<file path="src/rtl/mode_record_if.sv">
// Record-mode capture bus: conditioned-input side and packed song buffer side.
interface mode_record_if #(
  parameter int unsigned SONG_TIME = 64
);
  logic [6:0]             key_in;
  logic [1:0]             octave_in;
  logic                   record_en;
  logic                   clear;
  logic [SONG_TIME*4-1:0] song_packed;
  logic [SONG_TIME*4-1:0] time_packed;
  logic [SONG_TIME*2-1:0] octave_packed;
  logic [7:0]             note_count;
  logic                   recording;
  logic                   full;
  logic [6:0]             led_out;

  modport master (
    output key_in, octave_in, record_en, clear,
    input  song_packed, time_packed, octave_packed, note_count, recording, full, led_out
  );

  modport slave (
    input  key_in, octave_in, record_en, clear,
    output song_packed, time_packed, octave_packed, note_count, recording, full, led_out
  );
endinterface

</file>
<file path="src/rtl/mode_record.sv">
// Record-mode capture engine: quantises held notes/rests into duration units
// and packs them into the song/time/octave buffer format used by auto-play.
module mode_record #(
  parameter int unsigned SONG_TIME      = 64,
  parameter int unsigned TICKS_PER_UNIT = 25_000_000
) (
  input  logic         clk,
  input  logic         reset,
  mode_record_if.slave bus
);

  localparam int unsigned PTR_W  = (SONG_TIME > 1) ? $clog2(SONG_TIME) : 1;
  localparam int unsigned TICK_W = (TICKS_PER_UNIT > 1) ? $clog2(TICKS_PER_UNIT) : 1;
  localparam int unsigned SW     = SONG_TIME * 4;
  localparam int unsigned OW     = SONG_TIME * 2;

  localparam logic [PTR_W-1:0]  FULL_AT  = PTR_W'(SONG_TIME - 2);
  localparam logic [TICK_W-1:0] TICK_MAX = TICK_W'(TICKS_PER_UNIT - 1);
  localparam logic [SW-1:0]     SONG_RST = {SONG_TIME{4'h9}};

  typedef enum logic [2:0] {
    IDLE    = 3'd0,
    ARMED   = 3'd1,
    CAPTURE = 3'd2,
    FINISH  = 3'd3,
    DONE    = 3'd4
  } state_e;

  // synchroniser flops
  logic [6:0] key_s1_q, key_s2_q;
  logic [1:0] oct_s1_q, oct_s2_q;
  logic       rec_s1_q, rec_s2_q, rec_prev_q;

  state_e             state_q, state_d;
  logic [PTR_W-1:0]   wr_ptr_q, wr_ptr_d;
  logic [3:0]         cur_note_q, cur_note_d;
  logic [1:0]         cur_oct_q, cur_oct_d;
  logic [TICK_W-1:0]  tick_q, tick_d;
  logic [3:0]         units_q, units_d;
  logic [7:0]         note_count_q, note_count_d;
  logic               full_q, full_d;
  logic               recording_q, recording_d;
  logic [6:0]         led_q, led_d;
  logic [SW-1:0]      song_q, song_d;
  logic [SW-1:0]      time_q, time_d;
  logic [OW-1:0]      oct_q, oct_d;

  logic [3:0]  enc_note;
  logic [3:0]  units_inc;
  logic [3:0]  commit_units;
  logic        ev_change;
  logic        do_commit;
  logic        rec_rise;
  int unsigned slot_idx;

  // Two-flop synchronisers for the asynchronous level inputs, plus record edge history
  always_ff @(posedge clk or negedge reset) begin
    if (!reset) begin
      key_s1_q   <= '0;
      key_s2_q   <= '0;
      oct_s1_q   <= '0;
      oct_s2_q   <= '0;
      rec_s1_q   <= 1'b0;
      rec_s2_q   <= 1'b0;
      rec_prev_q <= 1'b0;
    end else begin
      key_s1_q   <= bus.key_in;
      key_s2_q   <= key_s1_q;
      oct_s1_q   <= bus.octave_in;
      oct_s2_q   <= oct_s1_q;
      rec_s1_q   <= bus.record_en;
      rec_s2_q   <= rec_s1_q;
      rec_prev_q <= rec_s2_q;
    end
  end

  // Lowest pressed key wins; no key is a rest
  always_comb begin
    enc_note = 4'd0;
    for (int k = 6; k >= 0; k--) begin
      if (key_s2_q[k]) enc_note = 4'(k + 1);
    end
  end

  // State and buffer registers
  always_ff @(posedge clk or negedge reset) begin
    if (!reset) begin
      state_q      <= IDLE;
      wr_ptr_q     <= '0;
      cur_note_q   <= '0;
      cur_oct_q    <= '0;
      tick_q       <= '0;
      units_q      <= '0;
      note_count_q <= '0;
      full_q       <= 1'b0;
      recording_q  <= 1'b0;
      led_q        <= '0;
      song_q       <= SONG_RST;
      time_q       <= '0;
      oct_q        <= '0;
    end else begin
      state_q      <= state_d;
      wr_ptr_q     <= wr_ptr_d;
      cur_note_q   <= cur_note_d;
      cur_oct_q    <= cur_oct_d;
      tick_q       <= tick_d;
      units_q      <= units_d;
      note_count_q <= note_count_d;
      full_q       <= full_d;
      recording_q  <= recording_d;
      led_q        <= led_d;
      song_q       <= song_d;
      time_q       <= time_d;
      oct_q        <= oct_d;
    end
  end

  // Next-state, event quantisation and buffer writes
  always_comb begin
    state_d      = state_q;
    wr_ptr_d     = wr_ptr_q;
    cur_note_d   = cur_note_q;
    cur_oct_d    = cur_oct_q;
    tick_d       = tick_q;
    units_d      = units_q;
    note_count_d = note_count_q;
    full_d       = full_q;
    song_d       = song_q;
    time_d       = time_q;
    oct_d        = oct_q;
    do_commit    = 1'b0;
    slot_idx     = 32'(wr_ptr_q);
    rec_rise     = rec_s2_q & ~rec_prev_q;

    // the current cycle also counts towards the event being timed
    units_inc = units_q;
    if (tick_q == TICK_MAX && units_q != 4'd15) units_inc = units_q + 4'd1;
    commit_units = (units_inc == 4'd0) ? 4'd1 : units_inc;

    ev_change = (enc_note != cur_note_q) ||
                ((enc_note != 4'd0) && (oct_s2_q != cur_oct_q));

    case (state_q)
      IDLE, DONE: begin
        if (bus.clear) begin
          song_d       = SONG_RST;
          time_d       = '0;
          oct_d        = '0;
          note_count_d = '0;
          full_d       = 1'b0;
          state_d      = IDLE;
        end
        if ((state_q == IDLE && rec_s2_q) || (state_q == DONE && rec_rise)) begin
          state_d      = ARMED;
          wr_ptr_d     = '0;
          note_count_d = '0;
          full_d       = 1'b0;
        end
      end

      ARMED: begin
        if (!rec_s2_q) begin
          state_d = FINISH;
        end else if (enc_note != 4'd0) begin
          state_d    = CAPTURE;
          cur_note_d = enc_note;
          cur_oct_d  = oct_s2_q;
          tick_d     = '0;
          units_d    = '0;
        end
      end

      CAPTURE: begin
        if (!rec_s2_q) begin
          // stop wins over any simultaneous key change; trailing rest dropped
          do_commit = (cur_note_q != 4'd0);
          state_d   = FINISH;
        end else if (ev_change) begin
          do_commit  = 1'b1;
          cur_note_d = enc_note;
          cur_oct_d  = (enc_note == 4'd0) ? 2'd0 : oct_s2_q;
          tick_d     = '0;
          units_d    = '0;
          if (wr_ptr_q == FULL_AT) state_d = FINISH;
        end else begin
          tick_d  = (tick_q == TICK_MAX) ? '0 : tick_q + TICK_W'(1);
          units_d = units_inc;
        end
      end

      FINISH: begin
        song_d[slot_idx*4 +: 4] = 4'h9;
        time_d[slot_idx*4 +: 4] = 4'h0;
        oct_d[slot_idx*2 +: 2]  = 2'd0;
        state_d                 = DONE;
      end

      default: state_d = IDLE;
    endcase

    if (do_commit) begin
      song_d[slot_idx*4 +: 4] = cur_note_q;
      time_d[slot_idx*4 +: 4] = commit_units;
      oct_d[slot_idx*2 +: 2]  = cur_oct_q;
      wr_ptr_d                = wr_ptr_q + PTR_W'(1);
      note_count_d            = note_count_q + 8'd1;
      if (wr_ptr_q == FULL_AT) full_d = 1'b1;
    end

    recording_d = (state_d == ARMED) || (state_d == CAPTURE);
    led_d       = 7'd0;
    if (state_d == CAPTURE && cur_note_d != 4'd0 && cur_note_d <= 4'd7)
      led_d = 7'(7'd1 << (cur_note_d - 4'd1));
  end

  assign bus.song_packed   = song_q;
  assign bus.time_packed   = time_q;
  assign bus.octave_packed = oct_q;
  assign bus.note_count    = note_count_q;
  assign bus.recording     = recording_q;
  assign bus.full          = full_q;
  assign bus.led_out       = led_q;

endmodule

</file>
<file path="src/flat_wrapper.sv">
// flat-port wrapper written by rule: the top's interface ports become plain ports
module mode_record_flat 
#(
  parameter int unsigned SONG_TIME      = 64,
  parameter int unsigned TICKS_PER_UNIT = 25_000_000
)
  (clk, reset, bus_key_in, bus_octave_in, bus_record_en, bus_clear, bus_song_packed, bus_time_packed, bus_octave_packed, bus_note_count, bus_recording, bus_full, bus_led_out);
  mode_record_if #(.SONG_TIME(SONG_TIME)) bus_i ();
  input  logic clk;
  input  logic reset;
  input wire logic [$bits(bus_i.key_in)-1:0] bus_key_in;
  input wire logic [$bits(bus_i.octave_in)-1:0] bus_octave_in;
  input wire logic [$bits(bus_i.record_en)-1:0] bus_record_en;
  input wire logic [$bits(bus_i.clear)-1:0] bus_clear;
  output wire logic [$bits(bus_i.song_packed)-1:0] bus_song_packed;
  output wire logic [$bits(bus_i.time_packed)-1:0] bus_time_packed;
  output wire logic [$bits(bus_i.octave_packed)-1:0] bus_octave_packed;
  output wire logic [$bits(bus_i.note_count)-1:0] bus_note_count;
  output wire logic [$bits(bus_i.recording)-1:0] bus_recording;
  output wire logic [$bits(bus_i.full)-1:0] bus_full;
  output wire logic [$bits(bus_i.led_out)-1:0] bus_led_out;
  assign bus_i.key_in = bus_key_in;
  assign bus_i.octave_in = bus_octave_in;
  assign bus_i.record_en = bus_record_en;
  assign bus_i.clear = bus_clear;
  assign bus_song_packed = bus_i.song_packed;
  assign bus_time_packed = bus_i.time_packed;
  assign bus_octave_packed = bus_i.octave_packed;
  assign bus_note_count = bus_i.note_count;
  assign bus_recording = bus_i.recording;
  assign bus_full = bus_i.full;
  assign bus_led_out = bus_i.led_out;
  mode_record #(.SONG_TIME(SONG_TIME), .TICKS_PER_UNIT(TICKS_PER_UNIT)) u_core (.clk(clk), .reset(reset), .bus(bus_i));
endmodule
</file>
<file path="config.mk">
export PLATFORM = sky130hd
export DESIGN_NAME = mode_record_flat
export DESIGN_NICKNAME = d
export VERILOG_FILES = /design/src/rtl/mode_record_if.sv /design/src/rtl/mode_record.sv /design/src/flat_wrapper.sv
export SDC_FILE = /design/constraint.sdc
export NUM_CORES = 1
export LEC_CHECK = 0
export CAP_MARGIN = 5
export CORE_MARGIN = 4
export CORE_UTILIZATION = 46
export DETAILED_ROUTE_END_ITERATION = 8
export PLACE_DENSITY = 0.83
export SYNTH_ARGS = -nofsm -noshare
export SYNTH_HDL_FRONTEND = slang
export SYNTH_SLANG_ARGS = --single-unit
export TNS_END_PERCENT = 30
</file>
<file path="constraint.sdc">
create_clock -name clk -period 3 [get_ports clk]
set_input_delay 0.45 -clock clk [delete_from_list [all_inputs] [get_ports clk]]
set_output_delay 0.45 -clock clk [all_outputs]
set_load 0.01 [all_outputs]
</file>
# After elaboration in Yosys (flattened, before gate mapping)
# Cells that the tools add are included.
totals:
  regBits: 722
  out_inout_bits: 657
  wordCells: 148
  inputBits: 13
classes:
  n_lt_le_gt_ge: 1
  shift: 9
  n_eq_ne: 15
  reduce_logical: 24
  n_bitwise: 2
  n_mux: 70
  add_sub_neg: 7
ops:
  columns: ["operator", "n"]
  rows:
  - ["bitwise mux 256 bit", 4]
  - ["two-way mux 256 bit", 4]
  - ["one-hot mux 256 bit (2 select lines)", 2]
  - ["indexed part select 4 x 34 -> 256 bit", 2]
  - ["indexed part select 4 x 34 -> 256 bit, first input constant", 2]
  - ["bitwise mux 128 bit", 2]
  - ["two-way mux 128 bit", 2]
  - ["one-hot mux 128 bit (2 select lines)", 1]
  - ["variable shift 4 x 34 -> 256 bit, first input constant", 1]
  - ["variable shift 2 x 34 -> 128 bit, first input constant", 1]
  - ["indexed part select 2 x 34 -> 128 bit", 1]
  - ["indexed part select 2 x 34 -> 128 bit, first input constant", 1]
  - ["two-way mux 25 bit", 5]
  - ["one-hot mux 25 bit (2 select lines)", 1]
  - ["two-way mux 3 bit", 14]
  - ["two-way mux 4 bit", 10]
  - ["negation 7 -> 34 bit", 1]
  - ["negation 8 -> 34 bit", 1]
  - ["two-way mux 8 bit", 4]
  - ["adder 25 x 1 -> 25 bit, second input constant", 1]
  - ["equality test 25 bit, second input constant", 1]
  - ["two-way mux 6 bit", 3]
  - ["one-hot mux 4 bit (2 select lines)", 2]
  - ["one-hot mux 3 bit (4 select lines)", 1]
  - ["other kinds (31)", 61]

# Longest topological paths before layout
depth:
  ltp_word: 17
  mapped_depth: 13
  mapped_depth_nobuf: 11

# Least setup slack after synthesis
# No wires, ideal clock.
synth_timing:
  kind: "reg-to-reg"
  start: "register u_core.wr_ptr_q[0]"
  end: "register u_core.time_q[49] (netlist: u_core.bus.time_packed[49])"
  required_ps: 2879
  setup_slack_ps: -85
  path_buffers: 2
  path_stages_with_launch: 12
  synth_period_minus_slack_ps: 3085
  setup_time_ps: 121
  arrival_time_ps: 2964
  cell_sequence: "dfrtp_1 clkbuf_1 inv_1 ha_1 clkbuf_1 xnor2_1 o211ai_1 nor3_2 nand2_1 nand2_1 o31ai_2 a22o_1"
synth_via:
  elab_chain_cells: 6
  word_cells_on_any_way: 8
  cone_classes: "add/sub: 1; shift: 3; mux: 4"
synth_rtl:
  columns: ["element", "line", "rtl"]
  rows:
  - ["start: declaration", "mode_record.sv:35", "logic [PTR_W-1:0] wr_ptr_q, wr_ptr_d;"]
  - ["start signal: assignment", "mode_record.sv:103", "wr_ptr_q <= wr_ptr_d;"]
  - ["negation 8 -> 34 bit *", "mode_record.sv:193, mode_record.sv:203", null]
  - ["indexed part select 4 x 34 -> 256 bit / variable shift 4 x 34 -> 256 bit (equally long branches)", "mode_record.sv:193, mode_record.sv:203", null]
  - ["bitwise mux 256 bit", "mode_record.sv:193", "time_d[slot_idx*4 +: 4] = 4'h0;"]
  - ["one-hot mux 256 bit (2 select lines)", "mode_record.sv:143", "case (state_q)"]
  - ["bitwise mux 256 bit", "mode_record.sv:203", "time_d[slot_idx*4 +: 4] = commit_units;"]
  - ["two-way mux 256 bit *", "mode_record.sv:201", "if (do_commit) begin"]
  - ["via u_core.time_d[49]", "mode_record.sv:45", "logic [SW-1:0] time_q, time_d;"]
  - ["end signal: assignment", "mode_record.sv:113", "time_q <= time_d;"]
  - ["end: declaration", "mode_record.sv:45", null]
# The timed path passes the listed nets; every way through them passes the cells marked *.
# A chain may end at the register's enable or synchronous reset.

# Worst setup path after layout
layout_timing:
  start: "register u_core.wr_ptr_q[1]"
  end: "register u_core.oct_q[29] (netlist: u_core.bus.octave_packed[29])"
layout_via:
  elab_chain_cells: 6
  word_cells_on_any_way: 8
  cone_classes: "add/sub: 1; shift: 3; mux: 4"
layout_rtl:
  columns: ["element", "line", "rtl"]
  rows:
  - ["negation 7 -> 34 bit *", "mode_record.sv:194, mode_record.sv:204", null]
  - ["indexed part select 2 x 34 -> 128 bit / variable shift 2 x 34 -> 128 bit (equally long branches)", "mode_record.sv:194, mode_record.sv:204", null]
  - ["bitwise mux 128 bit", "mode_record.sv:194", "oct_d[slot_idx*2 +: 2] = 2'd0;"]
  - ["one-hot mux 128 bit (2 select lines)", "mode_record.sv:143", null]
  - ["bitwise mux 128 bit", "mode_record.sv:204", "oct_d[slot_idx*2 +: 2] = cur_oct_q;"]
  - ["two-way mux 128 bit *", "mode_record.sv:201", null]
  - ["via u_core.oct_d[29]", "mode_record.sv:46", "logic [OW-1:0] oct_q, oct_d;"]
  - ["end signal: assignment", "mode_record.sv:114", "oct_q <= oct_d;"]
  - ["end: declaration", "mode_record.sv:46", null]
# Marked as above.

==> results.yml <==
status:
  status: "complete, no violations"
layout:
  area_growth_pct: 41.0
  finish.utilization_pct: 65.7
  fin_nets: 3662
  drive_gt1_share_pct: 18.5
logic_synthesis:
  ys.flop_type: "dfrtp_1"
  syn_nets: 2782
  ys_seq_elements: 722
  synth_cell_types: 80
  async_flop_share_pct: 100
  yosys_warnings: 0
  syn_area_per_cell_um2: 11.1
  synth_edf_count: 0
  post_synth_instance_area_um2: 30800
  ys_seq_area_share_pct: 59.2
  postSynthCellCount: 2760
timing:
  grt_setup_unrepaired: "yes"
  slew_headroom_pct: 27.8
  tightest_slew_ns: 1.08
  fmax_ghz: 0.340
  skew_ns: 0.0190
  layout_min_cycle_time_ns: 2.94
  min_period_over_period_pct: 98.0
  finalMaxSlewViolations: 0
  setup_tns_ns: 0
  setup_violations: 0
  final_hold_viol_count: 0
routing:
  ant_nets: 0
  drtIter0Drc: 3662
  via_count: 29184
  dr.pass1.iters: 6
  route.detailed.drc: 0
  routed_wl_mm: 131
  routedWlPerCell_um: 28.7
  vias_per_cell: 6.39
worst_hold_path:
  holdPathEnd: "u_core.key_s1_q[1]"
  hold_path_startpoint: "bus_key_in[1]"
  hold_class: "primary input to register"
  min_path_cells: 1
floorplan:
  start_util_pct: 46.6
  die_area_um2: 71100
  io_pins: 670
  die_y_um: 267
  die_w_um: 267
  rows: 94
  core_area_um2: 66000
cts:
  clk_latency_ns: 0.62
  cts_root_buf: "clkbuf_16"
  ctsHtreeMaxLevel: 3
  cts_tree: "built"
  cts.sinks: 722
  numCtsBuffers: 76
  clk_pin_slew_worst_paths_ns: 0.06
  clock_tree.buffer_depth: 3
placed_design:
  routabilityCongestion: 0.968
  hpwl_mm: 93.9
  port_buffers: 669
worst_setup_path:
  reg2reg_depth: 9
  r2r_setup_slack_ns: 0.06
  worstPathMaxFanout: 9
  reg2reg_from: "u_core.wr_ptr_q[1]"
  reg2reg_to: "u_core.bus.octave_packed[29]"
  cp-end-kind: "register"
  path_class: "register to register"
  crit_required_ns: 3.55
  startpoint_type: "register"
  arrival_ns: 3.49
grt:
  grt_overflow: 0
  grt_max_degree: 126
  grt_usage_pct: 35.6
  grt_pass1_wl_mm: 190
  grt_pass1_vias: 28672
  antenna_found_initial: 3
power_and_ir_drop:
  p_leak_uw: 0.0191
  peakVddDrop_mv: 0.450
  p_per_area_nw_per_um2: 671
job:
  cap_violations: 0
## cell usage in the layout, fill, tap and decap left out, types with 11 or more instances in the layout
cell / synthesis / routed
a211oi_1: 20 / 15
a21oi_1: 65 / 62
a22o_1: 153 / 153
a22oi_1: 52 / 52
a31oi_1: 42 / 41
a32o_1: 65 / 65
and3_1: 15 / 15
buf_12: 0 / 33
buf_4: 2 / 281
clkbuf_1: 118 / 16
clkbuf_16: 0 / 77
clkdlybuf4s50_1: 0 / 668
clkinv_2: 0 / 21
dfrtp_1: 594 / 591
dfstp_2: 128 / 128
inv_1: 76 / 76
mux2i_1: 95 / 92
nand2_1: 389 / 388
nand3_1: 75 / 73
nand4_1: 18 / 18
nor2_1: 153 / 141
nor2_4: 10 / 16
nor3_1: 66 / 56
nor4_1: 50 / 48
o211ai_1: 20 / 20
o21ai_0: 75 / 74
o21ai_1: 11 / 11
o22ai_1: 120 / 120
o2bb2ai_1: 56 / 56
o31ai_2: 24 / 23
o31ai_4: 13 / 14
o32a_1: 13 / 13
xor2_1: 18 / 17
## worst max path at each step
stage,start,end,slack (ns),cells past startpoint
finish,u_core.wr_ptr_q[1],u_core.bus.octave_packed[29],0.06,9
global route,u_core.wr_ptr_q[3],u_core.bus.time_packed[59],-0.17,11
CTS,u_core.wr_ptr_q[1],u_core.bus.time_packed[163],0.01,11
detailed placement,u_core.wr_ptr_q[2],u_core.bus.song_packed[226],-0.14,8
global placement,u_core.wr_ptr_q[0],u_core.bus.time_packed[114],-0.07,11
floorplan,u_core.wr_ptr_q[0],u_core.bus.time_packed[49],-0.09,11
## cell type report
type / count / area (µm²)
clock buffers: 103 / 2120
multi-input cells: 1777 / 11800
diodes: 1 / 2.50
inverters: 77 / 289
clock inverters: 36 / 327
flip-flops and latches: 722 / 18200
fillers: 4842 / 22600
well taps: 864 / 1080
repair buffers: 986 / 9500
## critical path, stage by stage, from the launching register on
cell and delay, ns:
dfrtp_1 0.38, inv_1 0.12, ha_1 0.24, nor3b_1 0.36, xnor2_1 0.39, buf_4 0.26
nand2_1 0.10, buf_4 0.20, nor2_1 0.58, a22o_1 0.25
## repair_timing
item	CTS	global route
setup endpoints to repair	53	260
endpoints found under the hold margin	33	0
hold buffers	1	0
pin swaps	0	8
buffers inserted	0	7
gates resized for setup	7	29
## synth_stat cells (9+ instances only)
library cell,instances,area [µm²]
ha_1,9,113
xor2_1,18,158
nor2_1,153,574
dfrtp_1,594,14900
clkbuf_1,118,443
dfstp_2,128,3360
o32a_1,13,130
nand2_1,389,1460
a22o_1,153,1340
nor3_1,66,330
o21ai_1,11,55.1
inv_1,76,285
buf_1,23,86.3
and3_1,15,93.8
o31ai_2,24,300
a32o_1,65,651
xnor2_1,10,87.6
mux2i_1,95,951
o211ai_1,20,150
nand3_1,75,375
a211oi_1,20,150
o21ai_0,75,375
o2bb2ai_1,56,490
o22ai_1,120,751
a21oi_1,65,325
o31ai_4,13,277
a31oi_1,42,263
nor4_1,50,313
buf_2,38,190
nand2b_1,10,62.6
a22oi_1,52,390
nor2_4,10,113
nand4_1,18,113
## where the power goes
| group | internal, µW | switching [µW] | leakage [µW] |
|---|---|---|---|
| sequential | 10000 | 297 | 0.00958 |
| combinational | 2820 | 6480 | 0.00825 |
| clock | 5360 | 4100 | 0.00123 |
| total | 18200 | 10900 | 0.0191 |
## per-stage QoR
stage               cells  total power, µW  setup WS [ns]  hold WS (ns)  cell area [µm²]
floorplan            2760            14800        -0.0851         0.154            30800
global placement     4418            19200        -0.0666         0.333            40700
detailed placement   4418            19300         -0.138         0.336            40700
CTS                  4558            28700        0.00995         0.247            43200
global route         4565            29900         -0.170         0.266            43400
finish               4566            29100         0.0600         0.277            43400
## state kept, by name, indices dropped and copies added (netlist names), 3 cells and up
signal and flops:
u_core.bus.song_packed 256, u_core.bus.time_packed 256, u_core.bus.octave_packed 128, u_core.tick_q 25
u_core.bus.note_count 8, u_core.bus.led_out 7, u_core.key_s1_q 7, u_core.key_s2_q 7
u_core.wr_ptr_q 6, u_core.cur_note_q 4, u_core.units_q 4, u_core.state_q 3
## logic make-up after synthesis
kind of cell	synth area share [%]
flops	59.2
xor+xnor	0.797
fa+ha+maj	0.366
mux	3.16
buf+inv	3.45
simple gates	12.2
compound gates	20.8
## routing by layer
layer	GRT usage (%)	vias up	routed length, µm
li1	-	12006	-
met5	0	-	33
met1	44.9	14544	48600
met4	20.6	4	8910
met2	54.8	2134	58700
met3	10.9	496	14900
(Power assumes the default switching activity.)
